## src/rtl/int_controller.sv

```systemverilog
// int_controller: interrupt/exception controller for the 16-bit pipeline.
// It takes edge-triggered hardware sources, each with a mask bit, a fixed
// priority and a pending latch. It also handles synchronous soft traps and
// ERET.
//
// Ports:
//   intci_clk, intci_rst    clock, asynchronous active-high reset
//   intci_src_req           asynchronous request levels; a rising edge asks for service
//   intci_mask_wr/_data     mask register write (1 = source enabled)
//   intci_int_enable/_disable  one-cycle pulses that set/clear the global enable
//   intci_soft_int/_id      soft trap request and cause (ERET_ID = return)
//   intci_epc, intci_in_bds, intci_is_branch  interrupt-point PC and its flags
//   intci_stall             blocks hardware interrupts while high
//   intco_set_pc/_target_pc PC redirect pulse and target
//   intco_epc, intco_ecause saved return address and trap cause
//   intco_handling, intco_int_en  handler-active flag, effective enable
//   intco_pending, intco_ack      pending latches, taken-source pulse
module int_controller #(
  parameter int unsigned        NUM_SRC       = 4,
  parameter int unsigned        EPC_W         = 16,
  parameter int unsigned        CAUSE_W       = 4,
  parameter logic [EPC_W-1:0]   VEC_ADDR      = EPC_W'(16'h0004),
  parameter int unsigned        HW_CAUSE_BASE = 8,
  parameter logic [CAUSE_W-1:0] ERET_ID       = '1
) (
  input  logic               intci_clk,
  input  logic               intci_rst,
  input  logic [NUM_SRC-1:0] intci_src_req,
  input  logic               intci_mask_wr,
  input  logic [NUM_SRC-1:0] intci_mask_data,
  input  logic               intci_int_enable,
  input  logic               intci_int_disable,
  input  logic               intci_soft_int,
  input  logic [CAUSE_W-1:0] intci_soft_id,
  input  logic [EPC_W-1:0]   intci_epc,
  input  logic               intci_in_bds,
  input  logic               intci_is_branch,
  input  logic               intci_stall,
  output logic               intco_set_pc,
  output logic [EPC_W-1:0]   intco_target_pc,
  output logic [EPC_W-1:0]   intco_epc,
  output logic [CAUSE_W-1:0] intco_ecause,
  output logic               intco_handling,
  output logic               intco_int_en,
  output logic [NUM_SRC-1:0] intco_pending,
  output logic [NUM_SRC-1:0] intco_ack
);

  localparam logic [CAUSE_W-1:0] HW_BASE = CAUSE_W'(HW_CAUSE_BASE);

  logic [NUM_SRC-1:0] sync1_q, sync2_q, sync3_q;
  logic [NUM_SRC-1:0] mask_q, pending_q, ack_q;
  logic               global_en_q, handling_q, set_pc_q;
  logic [EPC_W-1:0]   target_q, epc_q;
  logic [CAUSE_W-1:0] ecause_q;

  logic [NUM_SRC-1:0] edge_det, eligible, hw_sel;
  logic [CAUSE_W-1:0] hw_idx;
  logic               hw_found, hw_take, int_en;
  logic [EPC_W-1:0]   hw_epc;

  assign edge_det = sync2_q & ~sync3_q;
  assign eligible = pending_q & mask_q;
  assign int_en   = global_en_q & ~handling_q;

  // Fixed priority: lowest eligible index wins. hw_sel is one-hot.
  always_comb begin
    hw_sel   = '0;
    hw_idx   = '0;
    hw_found = 1'b0;
    for (int unsigned i = 0; i < NUM_SRC; i++) begin
      if (eligible[i] && !hw_found) begin
        hw_found  = 1'b1;
        hw_sel[i] = 1'b1;
        hw_idx    = CAUSE_W'(i);
      end
    end
    hw_take = int_en && !intci_stall && hw_found;
  end

  // Return address for a hardware interrupt.
  // A delay-slot instruction restarts at its branch (PC-1).
  // A branch itself restarts at its own PC.
  // Otherwise restart at the next instruction.
  always_comb begin
    if (intci_in_bds)         hw_epc = intci_epc - EPC_W'(1);
    else if (intci_is_branch) hw_epc = intci_epc;
    else                      hw_epc = intci_epc + EPC_W'(1);
  end

  always_ff @(posedge intci_clk or posedge intci_rst) begin
    if (intci_rst) begin
      sync1_q     <= '0;
      sync2_q     <= '0;
      sync3_q     <= '0;
      mask_q      <= '1;
      pending_q   <= '0;
      ack_q       <= '0;
      global_en_q <= 1'b0;
      handling_q  <= 1'b0;
      set_pc_q    <= 1'b0;
      target_q    <= '0;
      epc_q       <= '0;
      ecause_q    <= '0;
    end else begin
      sync1_q <= intci_src_req;
      sync2_q <= sync1_q;
      sync3_q <= sync2_q;

      if (intci_mask_wr) mask_q <= intci_mask_data;

      if (intci_int_disable)     global_en_q <= 1'b0;
      else if (intci_int_enable) global_en_q <= 1'b1;

      set_pc_q  <= 1'b0;
      ack_q     <= '0;
      pending_q <= pending_q | edge_det;

      if (intci_soft_int && intci_soft_id == ERET_ID) begin
        if (handling_q) begin
          set_pc_q   <= 1'b1;
          target_q   <= epc_q;
          ecause_q   <= '0;
          handling_q <= 1'b0;
        end
      end else if (intci_soft_int) begin
        set_pc_q   <= 1'b1;
        target_q   <= VEC_ADDR;
        epc_q      <= intci_epc + EPC_W'(1);
        ecause_q   <= intci_soft_id;
        handling_q <= 1'b1;
      end else if (hw_take) begin
        set_pc_q   <= 1'b1;
        target_q   <= VEC_ADDR;
        epc_q      <= hw_epc;
        ecause_q   <= HW_BASE + hw_idx;
        handling_q <= 1'b1;
        ack_q      <= hw_sel;
        // A fresh edge in the clearing cycle re-arms the latch.
        pending_q  <= (pending_q & ~hw_sel) | edge_det;
      end
    end
  end

  assign intco_set_pc    = set_pc_q;
  assign intco_target_pc = target_q;
  assign intco_epc       = epc_q;
  assign intco_ecause    = ecause_q;
  assign intco_handling  = handling_q;
  assign intco_int_en    = int_en;
  assign intco_pending   = pending_q;
  assign intco_ack       = ack_q;

endmodule

```

## config.mk

```make
export PLATFORM = sky130hd
export DESIGN_NAME = int_controller
export DESIGN_NICKNAME = d
export VERILOG_FILES = /design/src/rtl/int_controller.sv
export SDC_FILE = /design/constraint.sdc
export NUM_CORES = 1
export LEC_CHECK = 0
export ABC_CLOCK_PERIOD_IN_PS = 5200
export BUFFER_PORTS_ARGS = -buffer_cell sky130_fd_sc_hd__buf_2
export CAP_MARGIN = 20
export CORE_ASPECT_RATIO = 1.2
export CORE_MARGIN = 3
export CORE_UTILIZATION = 30
export DETAILED_ROUTE_END_ITERATION = 6
export SKIP_CTS_REPAIR_TIMING = 1
export SLEW_MARGIN = 30
export SYNTH_ARGS = -nofsm -noshare
export SYNTH_HDL_FRONTEND = slang
export SYNTH_SLANG_ARGS = --single-unit
```

## constraint.sdc

```tcl
create_clock -name intci_clk -period 5.2 [get_ports intci_clk]
set_clock_uncertainty 0.1 [all_clocks]
set_input_delay 1.56 -clock intci_clk [delete_from_list [all_inputs] [get_ports intci_clk]]
set_output_delay 1.56 -clock intci_clk [all_outputs]
set_load 0.01 [all_outputs]
```

# Word-level counts from Yosys, hierarchy flattened
# Index checks and enable logic that the tools add are counted.
[totals]
ff_bits = 63
out_inout_bits = 47
[classes]
add_sub_neg = 3
eq_ne = 2
muxes = 37
bitwise_logic = 10
reduce_logical = 15
[op_table]
columns = ["cell", "n"]
rows = [
  ["16-bit 2-to-1 mux", 8],
  ["4-bit 2-to-1 mux", 12],
  ["1-bit 2-to-1 mux", 17],
  ["16-bit by 1-bit adder with 16-bit output, second input constant", 1],
  ["16-bit by 1-bit subtractor with 16-bit output, second input constant", 1],
  ["4-bit AND", 3],
  ["4-bit NOT", 2],
  ["4-bit OR", 2],
  ["1-bit logical AND", 6],
  ["4-bit adder, first input constant", 1],
  ["4-bit == test, second input constant", 1],
  ["1-bit zero test", 4],
  ["2-bit AND reduction", 2],
  ["2-bit nonzero test", 2],
  ["3-bit nonzero test", 1],
  ["2-bit != test, second input constant", 1],
  ["1-bit NOT", 2],
  ["1-bit AND", 1],
]

# Logic depth before layout (Yosys ltp)
# Gate-level depths: netlist (run 1).
[logic_depth]
word_depth = 17
mapped_depth = 8

# Worst setup path before layout (run 1)
# OpenSTA, ideal clock, no wires.
[synth_path]
path_type = "input -> register"
startpoint = "input port intci_epc[0]"
endpoint = "register epc_q[12], in the netlist intco_epc[12]"
arrival_ps = 3021
required_ps = 4989
slack_ps = 1968
path_stages = 8
path_buffers = 1
cell_sequence = "clkbuf_1 inv_1 ha_1 nor4bb_1 nand4_1 o32ai_4 xnor2_1 a222oi_1"
[synth_via]
elab_chain_len = 5
[synth_rtl]
columns = ["item", "line", "rtl"]
rows = [
  ["from (decl)", "35", "input logic [EPC_W-1:0] intci_epc,"],
  ["16-bit by 1-bit adder with 16-bit output", "88, 129", ""],
  ["16-bit 2-to-1 mux", "87", "else if (intci_is_branch) hw_epc = intci_epc;"],
  ["16-bit 2-to-1 mux", "86", "if (intci_in_bds) hw_epc = intci_epc - EPC_W'(1);"],
  ["16-bit 2-to-1 mux", "132", "end else if (hw_take) begin"],
  ["16-bit 2-to-1 mux *", "126", "end else if (intci_soft_int) begin"],
  ["to (signal assigned)", "129", "epc_q <= intci_epc + EPC_W'(1);"],
  ["to (signal assigned)", "135", "epc_q <= hw_epc;"],
  ["to (decl)", "54", "logic [EPC_W-1:0] target_q, epc_q;"],
]
# Every way passes the cells marked *; elsewhere a longest branch is shown, timed or not. The select of a mux whose other input is x is not followed.
# A chain may end at the register's enable or synchronous reset.

# Final worst setup path (run 1)
[layout_path]
startpoint = "input port intci_soft_int"
endpoint = "register epc_q[14], in the netlist intco_epc[14]"
[layout_via]
elab_chain_len = 3
[layout_rtl]
columns = ["item", "line", "rtl"]
rows = [
  ["from (decl)", "33", "input logic intci_soft_int,"],
  ["1-bit logical AND", "119", "if (intci_soft_int && intci_soft_id == ERET_ID) begin"],
  ["1-bit NOT (no source line)", "--", ""],
  ["2-bit AND reduction (no source line)", "--", ""],
]
# Several ways; a longest one is shown, not always the timed one.

==> results of run 1 <==
==> flip-flops by register name, indices dropped and copies added (netlist names) <==
| name | cells |
|---|---|
| mask_q | 4 |
| sync1_q | 4 |
| intco_target_pc | 16 |
| global_en_q | 1 |
| intco_handling | 1 |
| intco_ecause | 4 |
| intco_set_pc | 1 |
| intco_ack | 4 |
| intco_pending | 4 |
| intco_epc | 16 |
| sync3_q | 4 |
| sync2_q | 4 |
==> worst max path at each step <==
stage,to,slack [ps],cells after the start
floorplan,intco_epc[12],1970,8
CTS,intco_epc[14],1940,6
global placement,intco_epc[14],1680,6
global route,intco_ecause[0],1720,6
detailed placement,intco_epc[14],1620,6
finish,intco_epc[14],1950,7
==> cells by family (layout without fill, tap and decap cells) <==
logic type | Yosys count | in the layout
simple gates | 163 | 163
flops | 63 | 63
compound gates | 60 | 60
buf+inv | 39 | 115
xor+xnor | 16 | 16
mux | 5 | 5
fa+ha+maj | 2 | 2
==> routing by layer <==
layer	wire [um]	vias up
met1	3540	1317
li1	-	1373
met4	223	0
met2	3910	80
met5	0	-
met3	578	12
==> synthesized netlist by cell type, types with 2 or more instances <==
cell | n | area, um2
a211oi_1 | 3 | 22.5
a21oi_1 | 14 | 70.1
a222oi_1 | 2 | 20.0
a22oi_1 | 2 | 15.0
a2bb2oi_1 | 2 | 17.5
a31oi_1 | 2 | 12.5
and2_1 | 2 | 12.5
and4_1 | 2 | 17.5
clkbuf_1 | 14 | 52.6
clkbuf_8 | 7 | 96.3
dfrtp_1 | 59 | 1480
dfstp_2 | 4 | 105
ha_1 | 2 | 25.0
inv_1 | 14 | 52.6
mux2_2 | 5 | 56.3
nand2_1 | 63 | 236
nand2b_1 | 2 | 12.5
nand3_1 | 28 | 140
nand4_1 | 5 | 31.3
nor2_1 | 19 | 71.3
nor2b_1 | 6 | 37.5
nor3_1 | 11 | 55.1
nor4_1 | 5 | 31.3
nor4b_1 | 2 | 17.5
o211ai_1 | 2 | 15.0
o21ai_0 | 15 | 75.1
o22ai_1 | 3 | 18.8
o31ai_1 | 2 | 15.0
o41ai_1 | 2 | 17.5
or2_2 | 2 | 12.5
or3_1 | 2 | 12.5
or4_1 | 2 | 15.0
xnor2_1 | 11 | 96.3
xor2_1 | 5 | 43.8
==> area by class of cell <==
class	instances	area, um2	share of cell area, %
tap	129	161	4.02
clock inverter	3	42.5	1.06
clock buffer	13	250	6.23
inverter	14	52.6	1.31
multi-input combinational	246	1480	36.8
timing repair buffer	85	450	11.2
sequential	63	1580	39.4
==> power by group <==
part | total, mW | switching (mW) | internal, mW
Sequential | 0.550 | 0.0241 | 0.526
Clock | 0.580 | 0.197 | 0.383
Combinational | 0.168 | 0.101 | 0.0661
==> worst max-delay path, cell delays in order <==
cell	delay [ps]
buf_2	400
nand2_1	140
nor2_1	370
o21bai_4	320
buf_16	230
a21oi_1	60
a32o_1	260
==> through the flow <==
stage	worst slack, ps	utilization (%)
2_1_floorplan	1970	-
3_3_place_gp	1680	34.9
3_5_place_dp	1620	35.0
4_1_cts	1940	37.7
5_1_grt	1720	38.0
6_report	1950	38.0
==> flow_summary.ini, run 1 <==
[status]
outcome = finished clean

[global_routing]
use_met3_pct = 3.69
grt_util_met2_pct = 21.4
grt_pass1_wl_um = 13700
grt_overflow = 0
grt_use_met1_pct = 19.2
grt_busiest_layer = met2
antenna_found_initial = 0
grt_pass1_vias = 2718
grt_use_total_pct = 14.2
grt_max_degree = 52

[worst_setup_path]
crit_path_start = intci_soft_int
r2r_cells = 6
endpoint_kind = register
r2r_end = intco_epc[14]
r2r_slack_ps = 2890
crit_arrival_ps = 3350
reg2reg_from = intco_pending[1]
start_kind = input port
crit_type = in2reg
critPathMaxFanout = 36
cp.required_ps = 5300

[power_and_ir_drop]
cellPowerDensity_mw_per_mm2 = 323
vdd_ir_drop_max_mv = 0.143
power.total_mw = 1.30
cellLeakagePower_nw = 1.87

[floorplanning]
dieArea_mm2 = 0.0122
core-area_mm2 = 0.0106
ioPinCount = 84
start_util_pct = 31.0
fp.dieH_um = 120
die_w_um = 101
row_count = 41

[finish]
final_cell_mix = 83 x buf_2, 63 x nand2_1, 59 x dfrtp_1
insertedDiodeCount = 0
layout_commonest_cell = buf_2
drive_gt1_share_pct = 28.3
fill_cells = 1091
area_growth_pct = 22.6
finalNetCount = 458
design_area_mm2 = 0.00402
fin_cells = 553

[clock_tree]
clkTransAtPathRegs_ps = 50
h-tree-depth = 3
cts_tree = built
clockRootBuffer = clkbuf_16
clk_latency_ps = 320
cts_buffers = 9
clock_path_buffers = 2
cts_sinks = 63

[run]
drv_cap = 0

[drt]
vias = 2782
drc = 0
drt_iter0_drc = 147
wl_um = 8250
avgViaCountPerCell = 5.03
postRouteAntennaNets = 0
routedWlPerCell_um = 14.9
drtPass1Iterations = 4

[synth]
synth.avg_cell_area_um2 = 9.42
synth_adder_area_share_pct = 0.764
synth_compound_area_share_pct = 12.8
synth_warnings = 0
async_flop_share_pct = 100
yosys_most_used_dff = dfrtp_1
synth-edff-count = 0
synth_xor_area_share_pct = 4.28
synthesis.area_mm2 = 0.00328
seq_area_frac_synth_pct = 48.3
ys_types = 61
syn_nets = 387
synth_simple_gate_area_share_pct = 25.2
syn_inst = 348
synth_top_family_by_area = simple AND/OR/NAND/NOR gates
muxShareOfSynthArea_pct = 1.72
yosys_register_bits = 63

[timing]
setup_tns_ps = 0
whs_ps = 244
drv_slew = 0
finalHoldViolCount = 0
grt_setup_unrepaired = false
fin_crit_sh_pct = 62.4
slew-limit-headroom_pct = 57.1
finalSetupViolCount = 0
min_period_ps = 3250
max_freq_mhz = 308
tightest_slew_ps = 642

[placed_design]
routabilityCongestion = 0.833
io_buffers = 83
dp.cells = 536
place_area_mm2 = 0.00370
dp_hpwl_um = 6260

[min_path]
hp-class = reg2reg
hp-start = sync1_q[0]
min_path_cells = 0
min_to = sync2_q[0]
Power figures use the tool's default switching activity.
==> inputs of run 2 (changes only) <==
--- a/config.mk
+++ b/config.mk
@@ -5,7 +5,7 @@
 export SDC_FILE = /design/constraint.sdc
 export NUM_CORES = 1
 export LEC_CHECK = 0
-export ABC_CLOCK_PERIOD_IN_PS = 5200
+export ABC_CLOCK_PERIOD_IN_PS = 2700
 export BUFFER_PORTS_ARGS = -buffer_cell sky130_fd_sc_hd__buf_2
 export CAP_MARGIN = 20
 export CORE_ASPECT_RATIO = 1.2
==> constraint.sdc (replaced) <==
create_clock -name intci_clk -period 2.7 [get_ports intci_clk]
set_clock_uncertainty 0.1 [all_clocks]
set_input_delay 0.81 -clock intci_clk [delete_from_list [all_inputs] [get_ports intci_clk]]
set_output_delay 0.81 -clock intci_clk [all_outputs]
set_load 0.01 [all_outputs]
==> run 2 against run 1 <==
Against the previous run: clock power is 100% higher; sequential power is 93% higher; sequential share of layout area is 0.99 points lower; power is 98% higher; critical path depth is 1 higher; largest power group unchanged.
==> flow_summary.ini, run 2 (synthesis results as in run 1) <==
[status]
outcome = finished clean

[timing]
finalSetupViolCount = 0
max_freq_mhz = 438
slew-limit-headroom_pct = 55.1
drv_slew = 0
fin_crit_sh_pct = 84.6
finalHoldViolCount = 0
tightest_slew_ps = 672
min_period_ps = 2280
setup_tns_ps = 0
grt_setup_unrepaired = false

[min_path]
hp-class = reg2reg
min_path_cells = 0

[global_routing]
grt_pass1_wl_um = 14200
antenna_found_initial = 0
grt_pass1_vias = 2823
grt_max_degree = 34
grt_use_total_pct = 14.8
grt_overflow = 0

[worst_setup_path]
start_kind = input port
critPathMaxFanout = 9
crit_type = in2reg
endpoint_kind = register
cp.required_ps = 2810
r2r_cells = 6
crit_arrival_ps = 2400

[clock_tree]
cts_sinks = 63
h-tree-depth = 3
cts_buffers = 9
clkTransAtPathRegs_ps = 50
cts_tree = built
clk_latency_ps = 320
clock_path_buffers = 2
clockRootBuffer = clkbuf_16

[power_and_ir_drop]
power.total_mw = 2.57
power_frac_clock_pct = 45.7
cellLeakagePower_nw = 1.94
swShare_pct = 24.8
p_sw_mw = 0.637
cellPowerDensity_mw_per_mm2 = 624
vdd_ir_drop_max_mv = 0.219
p_int_mw = 1.93
combPwrFrac_pct = 13.1
seqPwrFrac_pct = 41.2

[finish]
regArea_mm2 = 0.00158
finalNetCount = 471
layout_commonest_cell = buf_2
drive_gt1_share_pct = 30.7
area_growth_pct = 25.7
insertedDiodeCount = 0
fill_cells = 1072
multi_input_area_mm2 = 0.00147
final_cell_mix = 83 x buf_2, 63 x nand2_1, 59 x dfrtp_1

[placed_design]
dp_hpwl_um = 6800
routabilityCongestion = 0.945
io_buffers = 83

[drt]
avgViaCountPerCell = 4.99
drtPass1Iterations = 4
vias = 2826
wl_um = 8920
routedWlPerCell_um = 15.8
drt_iter0_drc = 127
postRouteAntennaNets = 0
drc = 0

[floorplanning]
core-area_mm2 = 0.0106
start_util_pct = 31.0
die_w_um = 101
row_count = 41
fp.dieH_um = 120
dieArea_mm2 = 0.0122
ioPinCount = 84

[run]
drv_cap = 0
[run 2: cell types whose count changed in the layout (fill, tap and decap cells not counted)]
cell / delta
clkbuf_8: +2
clkbuf_1: -2
o21bai_1: +1
buf_16: -1
o21bai_2: -1
clkinv_2: +1
clkinvlp_4: -1
buf_12: +1
buf_4: +13
[run 2: worst max-delay path, cell delays in order]
cell      delay, ps
buf_2           150
inv_1           100
ha_1            220
nor4bb_1        430
nand4_1         230
o32ai_4         170
xnor2_1          90
a222oi_1        200
[run 2: per-layer routing]
metal | up-vias | wire [um] | GRT usage (%)
li1 | 1384 | - | -
met3 | 12 | 447 | 3.12
met1 | 1338 | 4020 | 19.3
met5 | - | 0 | 0
met4 | 0 | 174 | 6.32
met2 | 92 | 4280 | 23.7
[run 2: area by class of cell]
type / count / share of cell area [%]
Tap cell: 129 / 3.92
Clock buffer: 13 / 6.56
Multi-Input combinational cell: 246 / 35.8
Sequential cell: 63 / 38.4
Inverter: 14 / 1.28
Clock inverter: 3 / 0.972
Timing Repair Buffer: 98 / 13.1
[run 2: power groups by stage]
| stage | Combinational [mW] | Sequential, mW | Clock (mW) |
|---|---|---|---|
| 2_1_floorplan | 0.184 | 1.08 | 0 |
| 3_3_place_gp | 0.335 | 1.07 | 0 |
| 3_5_place_dp | 0.339 | 1.08 | 0 |
| 4_1_cts | 0.340 | 1.06 | 1.19 |
| 5_1_grt | 0.375 | 1.07 | 1.25 |
| 6_report | 0.336 | 1.06 | 1.17 |
[run 2: metrics by stage]
step | util [%] | instances | hold slack, ps | setup slack (ps) | cell area, um2
global placement | 36.1 | 550 | 232 | 159 | 3810
global route | 39.0 | 566 | 258 | 305 | 4120
detailed placement | 36.1 | 550 | 237 | 89.9 | 3810
floorplan | - | 348 | 231 | 218 | 3280
CTS | 39.0 | 566 | 249 | 430 | 4120
finish | 39.0 | 566 | 247 | 415 | 4120
[run 2: path summary, 6_finish.rpt]
path / to / startpoint / slack [ps]
min reg2reg: sync2_q[1] / sync1_q[1] / 250
max: intco_epc[12] / intci_epc[0] / 420
max in group asynchronous: intco_target_pc[5] / intci_rst / 1400
min: sync2_q[1] / sync1_q[1] / 250
min in group asynchronous: sync3_q[0] / intci_rst / 490
max reg2reg: intco_ecause[0] / intco_pending[1] / 640
==> inputs of run 3 (changes only) <==
--- a/config.mk
+++ b/config.mk
@@ -5,7 +5,7 @@
 export SDC_FILE = /design/constraint.sdc
 export NUM_CORES = 1
 export LEC_CHECK = 0
-export ABC_CLOCK_PERIOD_IN_PS = 2700
+export ABC_CLOCK_PERIOD_IN_PS = 1900
 export BUFFER_PORTS_ARGS = -buffer_cell sky130_fd_sc_hd__buf_2
 export CAP_MARGIN = 20
 export CORE_ASPECT_RATIO = 1.2
==> constraint.sdc (replaced) <==
create_clock -name intci_clk -period 1.9 [get_ports intci_clk]
set_clock_uncertainty 0.1 [all_clocks]
set_input_delay 0.57 -clock intci_clk [delete_from_list [all_inputs] [get_ports intci_clk]]
set_output_delay 0.57 -clock intci_clk [all_outputs]
set_load 0.01 [all_outputs]
==> run 3 against run 2 <==
Against the previous run: die area stayed put; worst setup slack worse by 370 ps; count of clock-buffer cells in the layout is 3 lower; sequential power is 42% higher; global-route usage is 0.19 points higher; critical path depth is 2 lower; combinational power is 76% higher; largest cell class is now multi-input combinational cells.
==> flow_summary.ini, run 3 (synthesis results as in run 1) <==
[floorplanning]
dieArea_mm2 = 0.0122
fp.dieH_um = 120
start_util_pct = 31.0
die_w_um = 101
ioPinCount = 84
row_count = 41
core-area_mm2 = 0.0106

[finish]
fin_util_pct = 44.7
final_cell_mix = 83 x buf_2, 66 x buf_4, 63 x nand2_1
fill_cells = 1037
layout_commonest_cell = buf_2
drive_gt1_share_pct = 41.6
fin_cells = 622
finalNetCount = 527
insertedDiodeCount = 0
area_growth_pct = 44.1
design_area_mm2 = 0.00472

[power_and_ir_drop]
power.total_mw = 3.96
cellLeakagePower_nw = 2.24
cellPowerDensity_mw_per_mm2 = 839
vdd_ir_drop_max_mv = 0.343

[clock_tree]
clk_latency_ps = 320
cts_buffers = 9
clockRootBuffer = clkbuf_16
cts_sinks = 63
h-tree-depth = 3
clkTransAtPathRegs_ps = 50
clock_path_buffers = 2
cts_tree = built

[status]
outcome = finished clean

[global_routing]
grt_pass1_wl_um = 14400
use_met3_pct = 2.89
grt_use_met1_pct = 19.2
grt_overflow = 0
antenna_found_initial = 0
grt_busiest_layer = met2
grt_use_total_pct = 15.0
grt_max_degree = 64
grt_util_met2_pct = 24.5
grt_pass1_vias = 2923

[worst_setup_path]
reg2reg_from = intco_handling
start_kind = input port
endpoint_kind = register
crit_path_start = intci_epc[0]
critPathMaxFanout = 5
crit_type = in2reg
cp.required_ps = 2000
crit_arrival_ps = 1950

[drt]
vias = 3014
drtPass1Iterations = 4
drt_iter0_drc = 157
routedWlPerCell_um = 14.8
postRouteAntennaNets = 0
avgViaCountPerCell = 4.85
drc = 0
wl_um = 9190

[placed_design]
place_area_mm2 = 0.00428
dp_hpwl_um = 7100
routabilityCongestion = 0.884
io_buffers = 83
dp.cells = 599
pre_cts_slack_ps = -279

[timing]
finalHoldViolCount = 0
slew-limit-headroom_pct = 67.0
max_freq_mhz = 540
min_period_ps = 1850
whs_ps = 231
drv_slew = 0
finalSetupViolCount = 0
grt_setup_unrepaired = true
setup_tns_ps = 0
tightest_slew_ps = 494
layout_setup_ws_ps = 48.8
fin_crit_sh_pct = 97.4

[run]
drv_cap = 0

[min_path]
hp-class = in2async
[run 3: worst paths after layout]
kind	endpoint	slack [ps]	cells after the start
min in group intci_clk	sync2_q[0]	250	0
min	intco_target_pc[0]	230	3
max reg2reg	intco_epc[9]	60	6
max in group asynchronous	mask_q[1]	1170	3
min reg2reg	sync2_q[0]	250	0
max	intco_epc[14]	50	6
[run 3: final cells by class]
cell class	instances	area (um2)	share of cell area, %
Clock buffer	10	239	5.06
Clock inverter	6	108	2.28
Inverter	14	63.8	1.35
Multi-Input combinational cell	247	1600	33.8
Sequential cell	63	1580	33.5
Tap cell	129	161	3.42
Timing Repair Buffer	153	973	20.6
[run 3: critical path: stages]
cell and delay, ps:
buf_2 170, ha_4 160, nand2_1 50, or3_4 430
or3_1 320, a32o_1 250
[run 3: per-layer routing]
layer / up-vias / routed length [um]
met4: 0 / 246
met2: 59 / 4620
met3: 15 / 328
li1: 1500 / -
met5: - / 0
met1: 1440 / 3990
[run 3: report_power, final]
group	internal (mW)	switching, mW
clock	1.31	0.560
combinational	0.267	0.323
sequential	1.44	0.0621
